### src/rtl/alu_pkg.sv
// Shared ALU dispatch definitions: opcode numbers, dispatcher state encoding and
// the default multi-cycle op mask.
package alu_pkg;

    localparam int unsigned OP_ADD  = 0;
    localparam int unsigned OP_SUB  = 1;
    localparam int unsigned OP_AND  = 2;
    localparam int unsigned OP_OR   = 3;
    localparam int unsigned OP_SLL  = 4;
    localparam int unsigned OP_SRA  = 5;
    localparam int unsigned OP_MULT = 6;
    localparam int unsigned OP_DIV  = 7;

    localparam logic [7:0] DEFAULT_MC_MASK = 8'hC0;

    typedef enum logic [1:0] {
        IDLE  = 2'd0,
        ISSUE = 2'd1,
        WAIT  = 2'd2
    } alu_state_e;

endpackage

### src/rtl/alu_mc_counter.sv
// Multi-cycle op counter: loads MC_LAT-1 on issue and counts down to zero.
module alu_mc_counter #(
    parameter int unsigned MC_LAT = 4
) (
    input  logic clock,
    input  logic reset,
    input  logic load,
    input  logic dec,
    output logic is_zero_c,
    output logic is_one_c
);

    localparam int unsigned CNT_W = (MC_LAT > 1) ? $clog2(MC_LAT) : 1;

    logic [CNT_W-1:0] count_q;
    logic [CNT_W-1:0] count_d;

    always_comb begin
        count_d = count_q;
        if (load) begin
            count_d = CNT_W'(MC_LAT - 1);
        end else if (dec && (count_q != '0)) begin
            count_d = count_q - CNT_W'(1);
        end
    end

    always_ff @(posedge clock or negedge reset) begin
        if (!reset) begin
            count_q <= '0;
        end else begin
            count_q <= count_d;
        end
    end

    assign is_zero_c = (count_q == '0);
    assign is_one_c  = (count_q == CNT_W'(1));

endmodule

### src/rtl/alu_op_dispatch.sv
// Registered ALU opcode dispatcher: one-hot unit enables with valid/ready issue and
// multi-cycle op sequencing. Optional illegal-opcode trap under ALU_ILLEGAL_TRAP_EN.
module alu_op_dispatch
    import alu_pkg::*;
#(
    parameter int unsigned          OPCODE_W = 5,
    parameter int unsigned          NUM_OPS  = 8,
    parameter logic [NUM_OPS-1:0]   MC_MASK  = NUM_OPS'(DEFAULT_MC_MASK),
    parameter int unsigned          MC_LAT   = 4
) (
    input  logic                clock,
    input  logic                reset,
    input  logic                in_valid,
    input  logic [OPCODE_W-1:0] ctrl_ALUopcode,
    output logic                in_ready,
    output logic [NUM_OPS-1:0]  op_en,
    output logic                op_valid,
    output logic                op_done,
`ifdef ALU_ILLEGAL_TRAP_EN
    output logic                err_sticky,
    output logic [7:0]          err_count,
`endif
    output logic                illegal
);

    alu_state_e         state_q, state_d;
    logic [NUM_OPS-1:0] op_en_q, op_en_d;
    logic               op_valid_q, op_valid_d;
    logic               op_done_q, op_done_d;
    logic               illegal_q, illegal_d;
    logic [NUM_OPS-1:0] dec_hit;
    logic               accept;
    logic               legal;
    logic               is_mc;
    logic               cnt_load, cnt_dec;
    logic               cnt_zero, cnt_one;

    // Full-width equality per op, so out-of-range opcodes never alias onto a unit.
    for (genvar i = 0; i < NUM_OPS; i++) begin : g_dec
        assign dec_hit[i] = (ctrl_ALUopcode == OPCODE_W'(i));
    end

    assign legal  = |dec_hit;
    assign is_mc  = |(dec_hit & MC_MASK);

`ifdef ALU_ILLEGAL_TRAP_EN
    logic       err_sticky_q, err_sticky_d;
    logic [7:0] err_count_q, err_count_d;

    assign in_ready = (state_q != WAIT) && !err_sticky_q;

    always_comb begin
        err_sticky_d = err_sticky_q;
        err_count_d  = err_count_q;
        if (accept && !legal) begin
            err_sticky_d = 1'b1;
            if (err_count_q != 8'hFF) begin
                err_count_d = err_count_q + 8'd1;
            end
        end
    end

    always_ff @(posedge clock or negedge reset) begin
        if (!reset) begin
            err_sticky_q <= 1'b0;
            err_count_q  <= 8'd0;
        end else begin
            err_sticky_q <= err_sticky_d;
            err_count_q  <= err_count_d;
        end
    end

    assign err_sticky = err_sticky_q;
    assign err_count  = err_count_q;
`else
    assign in_ready = (state_q != WAIT);
`endif

    assign accept = in_valid && in_ready;

    alu_mc_counter #(
        .MC_LAT (MC_LAT)
    ) u_mc_counter (
        .clock     (clock),
        .reset     (reset),
        .load      (cnt_load),
        .dec       (cnt_dec),
        .is_zero_c (cnt_zero),
        .is_one_c  (cnt_one)
    );

    always_comb begin
        state_d    = state_q;
        op_en_d    = '0;
        op_valid_d = 1'b0;
        op_done_d  = 1'b0;
        illegal_d  = 1'b0;
        cnt_load   = 1'b0;
        cnt_dec    = 1'b0;
        unique case (state_q)
            WAIT: begin
                // Enables stay up until the cycle after op_done, then drop to IDLE.
                if (cnt_zero) begin
                    state_d = IDLE;
                end else begin
                    op_en_d    = op_en_q;
                    op_valid_d = 1'b1;
                    op_done_d  = cnt_one;
                    cnt_dec    = 1'b1;
                end
            end
            default: begin
                state_d = IDLE;
                if (accept) begin
                    if (!legal) begin
                        illegal_d = 1'b1;
                    end else if (is_mc) begin
                        state_d    = WAIT;
                        op_en_d    = dec_hit;
                        op_valid_d = 1'b1;
                        cnt_load   = 1'b1;
                    end else begin
                        state_d    = ISSUE;
                        op_en_d    = dec_hit;
                        op_valid_d = 1'b1;
                        op_done_d  = 1'b1;
                    end
                end
            end
        endcase
    end

    always_ff @(posedge clock or negedge reset) begin
        if (!reset) begin
            state_q    <= IDLE;
            op_en_q    <= '0;
            op_valid_q <= 1'b0;
            op_done_q  <= 1'b0;
            illegal_q  <= 1'b0;
        end else begin
            state_q    <= state_d;
            op_en_q    <= op_en_d;
            op_valid_q <= op_valid_d;
            op_done_q  <= op_done_d;
            illegal_q  <= illegal_d;
        end
    end

    assign op_en    = op_en_q;
    assign op_valid = op_valid_q;
    assign op_done  = op_done_q;
    assign illegal  = illegal_q;

endmodule
### config.mk
export PLATFORM = sky130hd
export DESIGN_NAME = alu_op_dispatch
export DESIGN_NICKNAME = d
export VERILOG_FILES = /design/src/rtl/alu_pkg.sv /design/src/rtl/alu_mc_counter.sv /design/src/rtl/alu_op_dispatch.sv
export SDC_FILE = /design/constraint.sdc
export NUM_CORES = 1
export LEC_CHECK = 0
export CAP_MARGIN = 20
export CORE_MARGIN = 2
export CORE_UTILIZATION = 47
export DETAILED_ROUTE_END_ITERATION = 6
export GPL_TIMING_DRIVEN = 0
export PLACE_DENSITY = 0.8
export SLEW_MARGIN = 25
export SYNTH_ARGS = -nofsm -noshare
export SYNTH_HDL_FRONTEND = slang
export SYNTH_SLANG_ARGS = --single-unit
export TNS_END_PERCENT = 100
### constraint.sdc
create_clock -name clock -period 1.85 [get_ports clock]
set_input_delay 0.37 -clock clock [delete_from_list [all_inputs] [get_ports clock]]
set_output_delay 0.37 -clock clock [all_outputs]
set_load 0.005 [all_outputs]
==> impl_metrics.toml <==
[sta]
layout_setup_ws_ns = 0.1258
finalMaxSlewViolations = 0
hold_viol_final = 0
fin_crit_ns = 1.724
period_share = 0.9320
fin_tns_setup_ns = 0
fmax_mhz = 580.0
rsz0062_at_grt = "false"
skew_ns = 0.002322
finalSetupViolCount = 0
tightest_slew_ns = 0.6484
slew_headroom = 0.5664

[floorplanning]
die_w_um = 41.39
core.rowCount = 13
ios = 20
die_area_um2 = 1713
fp.coreArea_um2 = 1301
die_y_um = 41.39
initial_core_util = 0.5048

[run]
cap_violations = 0

[finish]
fin_nets = 87
fill_cells = 109
n_antenna_cell = 0
syn2layout_area_growth_pct = 36.00
mostFrequentLayoutCells = "clkdlybuf4s50_1 (19), dfrtp_1 (15), a32o_1 (8), nand2_1 (6), nor2_1 (4)"
layout_commonest_cell = "clkdlybuf4s50_1"
drive_above_1_share = 0.1184

[clocking]
h-tree-depth = 1
clock_sinks = 15
root_buffer = "clkbuf_4"
cts_tree = "built"
cts_hold_buf = 0
cts_buffer_depth = 2
postCtsSetupBuffers = 0
cts.repair.resized = 0
cts_buffers = 3
insertion_delay_ns = 0.27
path_clk_slew_ns = 0.09

[power_and_ir_drop]
power_w = 0.0007647
irDropWorstVdd_v = 0.0005031
power_density_nw_per_um2 = 856.0
p_leak_nw = 0.4061

[worst_setup_path]
max_stage_delay_ns = 0.50
cp.required_ns = 1.48
critPathBufInv = 1
startpoint_type = "flop"
cp_top_family = "buffers and inverters"
crit_arrival_ns = 1.35
path_cells = "nand2b_4 > clkdlybuf4s50_1"
cp_max_fo = 5
cpMaxStageDelayCell = "clkdlybuf4s50_1"
worstSetupPathType = "reg2out"
cp-end-kind = "output port"

[logic_synthesis]
synth_area_per_cell_um2 = 12.39
synth-seq-area-share = 0.5714
yosys_warnings = 0
synth_fp_nets = 63
syn_area_um2 = 656.9
synthCells = 53
yosys_register_bits = 15
yosysUniqueCellTypes = 19

[placed_design]
numPortBuffers = 19
place_worst_setup_slack_ns = 0.2804
gp_congestion = 0.6922
hpwl_um = 953.3

[global_routing]
grt_max_degree = 16
first_global_vias = 461
grt_pass1_wl_um = 1883
grtUsageTotal = 0.1699
antenna_found_initial = 0
grt_overflow = 0

[routing]
wl_per_cell_um = 13.84
post_drt_via_cell_ratio = 5.429
firstDrtPassIters = 4
routed_wl_um = 1259
ant_nets = 0
drt_iter0_drc = 4
num_vias = 494
drc = 0

[run_status]
status = "finished, final reports clean"

[worst_hold_path]
hold_path.class = "in2async"
[cell families (layout without fill, tap and decap cells)]
family,after synthesis,count (layout),share of synthesized area
AO/OA/AOI/OAI,11,11,0.1543
AND/OR/NAND/NOR,22,22,0.2076
adder cells (fa/ha/maj),2,2,0.03809
flip-flops,15,15,0.5714
buffers and inverters,3,26,0.02857
[worst register-to-register path: stages (launching register included)]
cell     delay (ns)
dfrtp_1        0.38
inv_1          0.07
ha_1           0.22
nor3b_2        0.51
nand2_1        0.11
nand3_1        0.10
[cell usage after synthesis]
cell type,instances,area share
o211ai_1,1,0.011
a21oi_1,1,0.0076
nand2_1,6,0.034
nand4_1,1,0.0095
nand3b_1,1,0.011
ha_1,2,0.038
nand2b_4,1,0.021
a32o_1,8,0.12
or3b_4,1,0.017
and2_1,1,0.0095
buf_6,1,0.017
nor2_1,4,0.023
nor2b_1,3,0.029
dfrtp_1,15,0.57
nand3_1,2,0.015
nor3b_2,1,0.019
o41ai_1,1,0.013
inv_1,2,0.011
and3b_4,1,0.019
[power breakdown]
group	switching [W]	total (W)	leakage [nW]	internal, W
logic	0.0000967	0.000194	0.187	0.0000973
clock network	0.000102	0.000182	0.0177	0.0000800
registers	0.0000236	0.000389	0.201	0.000365
[layout make-up]
class,count,area (µm²),area share
buffer,1,11.26,0.01261
multi-input combinational,35,262.8,0.2941
timing repair buffer,19,190.2,0.2129
inverter,2,7.507,0.008403
sequential,15,375.4,0.4202
tap,15,18.77,0.02101
clock inverter,1,5.005,0.005602
clock buffer,3,22.52,0.02521
[per-layer routing]
layer / up-vias / track usage / part of all wire
met4: 0 / 0.02419 / 0
met1: 237 / 0.2371 / 0.47
met2: 12 / 0.2813 / 0.48
met5: - / 0 / 0
met3: 0 / 0.03191 / 0.055
li1: 245 / - / -
[registers in the layout, indices dropped and copies added, names as in the netlist]
name / flops
state_q: 2
op_en: 8
u_mc_counter.count_q: 2
op_valid: 1
op_done: 1
illegal: 1
[final timing paths]
check | startpoint | end | slack [ns] | cells past startpoint
worst max-delay path | state_q[0] | in_ready | 0.13 | 2
worst min-delay path | reset | u_mc_counter.count_q[1] | 0.49 | 1
worst max register to register | u_mc_counter.count_q[0] | u_mc_counter.count_q[0] | 0.40 | 5
worst min register to register | op_en[2] | op_en[2] | 0.50 | 1
max in group asynchronous | reset | state_q[0] | 0.95 | 1
min in group clock | op_en[2] | op_en[2] | 0.50 | 1
[per-stage QoR]
step	instances	instance area [µm²]	utilization	hold slack [ns]
floorplan	53	656.9	-	0.07441
global placement	87	865.8	0.6654	0.4743
detailed placement	87	865.8	0.6654	0.4850
CTS	91	893.4	0.6865	0.5015
global route	91	893.4	0.6865	0.5152
finish	91	893.4	0.6865	0.4872
No activity file was read; power rests on OpenSTA's default activity.
==> edit: new RTL, config.mk and constraints unchanged <==
The option `ALU_ILLEGAL_TRAP_EN` is turned on by a define.
--- a/src/rtl/alu_op_dispatch.sv
+++ b/src/rtl/alu_op_dispatch.sv
@@ -1,4 +1,6 @@
 // Registered ALU opcode dispatcher: one-hot unit enables with valid/ready issue and
 // multi-cycle op sequencing. Optional illegal-opcode trap under ALU_ILLEGAL_TRAP_EN.
+`define ALU_ILLEGAL_TRAP_EN
+
 module alu_op_dispatch
     import alu_pkg::*;
Formal check against the unedited RTL (old outputs only; new: err_count and err_sticky): not equivalent (Yosys sat finds a counterexample within 4 cycles, from zero or initial values and one cycle with reset low).
==> edit against the original RTL <==
Power up 75%; setup slack got worse by 52 ps; hold slack lost 460 ps; cell area up 58%; wire length is 72% higher; non-clock buffer count increased by 11; synthesized area is 64% higher; sequential cell count is 9 higher; die area grew 57%.
==> edit: results <==
group,metric,value,unit
detailed_routing,met3_length,98,um
detailed_routing,vias,814,
logic_synthesis,ys_warn_count,0,
run_status,status,"completed",
layout,stdcell_count,153,
worst_setup_path,slowest_stage,"clkdlybuf4s50_1",
logic_synthesis,async_flop_share,100,%
logic_synthesis,yosys-top-cells-area,"dfrtp_1, nand2_1, a32o_1, ha_1, nor3_2",
power,p_leak,0.643,nW
detailed_routing,first_iter_violations,7,
global_route,track_usage,18.7,%
power,ir_worst_vdd,0.657,mV
layout,drive_gt1_share,12.0,%
detailed_routing,route.met2.wl,1.09,mm
detailed_routing,routedWlPerCell,14.1,um
logic_synthesis,synth-adder-area-share,3.49,%
logic_synthesis,syn_nets,104,
layout,fillCellCount,198,
layout,layout.nets,138,
global_route,grt_max_degree,25,
detailed_routing,top_layer_used,"met4",
logic_synthesis,synth_commonest_cells,"dfrtp_1, nand2_1, nor2_1",
detailed_routing,drtPass1Iterations,4,
place,dpl_worst_slack,-252,ps
global_route,grt.met1_usage,23.8,%
logic_synthesis,synth_mux_area_share,5.47,%
detailed_routing,wl_met1,944,um
cts,numCtsBuffers,3,
logic_synthesis,synthXorXnorAreaFrac,3.26,%
logic_synthesis,synth_compound_area_share,8.85,%
place,dpl-instance-area,1390,um2
timing,skew,4.50,ps
worst_setup_path,crit_fanout,5,
place,gp_congestion,0.747,
place,port_buffers,28,
cts,clk_latency,300,ps
place,post-dp-hpwl,1.61,mm
cts,cts-resized-gates,0,
logic_synthesis,synth-seq-area-share,55.9,%
cts,path_clk_slew,120,ps
global_route,grt_pass1_vias,782,
logic_synthesis,synth.distinct_cells,31,
cts,clockBufferDepth,2,
global_route,use_met3,2.01,%
cts,postCtsSetupBuffers,0,
logic_synthesis,synth.avg_cell_area,11.6,um2
global_route,use_met2,30.8,%
timing,worst_pin_slew,547,ps
global_route,grt_first_pass_wirelength,3.62,mm
==> edit: cell count changes in the layout (fill, tap and decap cells not counted), sizes merged, moves of 3 or more <==
cell,delta
a32o,-4
dfrtp,+9
clkdlybuf4s50,+8
nand3,+3
nor3,+3
o21ai,+3
inv,+3
mux2,+4
nand2b,+3
nand2,+5
nor2,+3
==> edit: layout make-up <==
class	instances	area [um2]	area share [%]
Clock buffer	3	22.5	1.59
Buffer	2	15.0	1.06
Multi-Input combinational cell	62	440	31.1
Timing Repair Buffer	29	283	20.0
Inverter	5	18.8	1.33
Tap cell	28	35.0	2.48
Sequential cell	24	601	42.4
==> edit: power by group <==
part           switching (W)  internal, W  total (W)
combinational       0.000165     0.000248   0.000414
sequential         0.0000963     0.000613   0.000709
clock               0.000143    0.0000760   0.000219
==> edit: path summary, 6_finish.rpt <==
check / cells after the start / slack (ps) / from / endpoint
min in group clock: 2 / 500 / op_en[7] / op_en[7]
max in group asynchronous: 1 / 1480 / reset / op_en[3]
setup reg to reg: 5 / 120 / err_sticky / err_count[7]
setup / recovery: 3 / 70 / state_q[1] / in_ready
hold reg to reg: 2 / 500 / op_en[7] / op_en[7]
hold / removal: 1 / 20 / reset / err_count[5]
==> edit: critical path, delay by kind of cell (launching register included) <==
| kind | cells | cell delay [ps] |
|---|---|---|
| buffers and inverters | 1 | 500 |
| flip-flops | 1 | 380 |
| AND/OR/NAND/NOR | 2 | 230 |
==> edit: cell families (layout without fill, tap and decap cells) <==
kind of cell | after synthesis | in the layout
AND/OR/NAND/NOR | 38 | 38
flip-flops | 24 | 24
AO/OA/AOI/OAI | 12 | 12
buffers and inverters | 7 | 39
multiplexers | 5 | 5
XOR/XNOR | 4 | 4
adder cells (fa/ha/maj) | 3 | 3
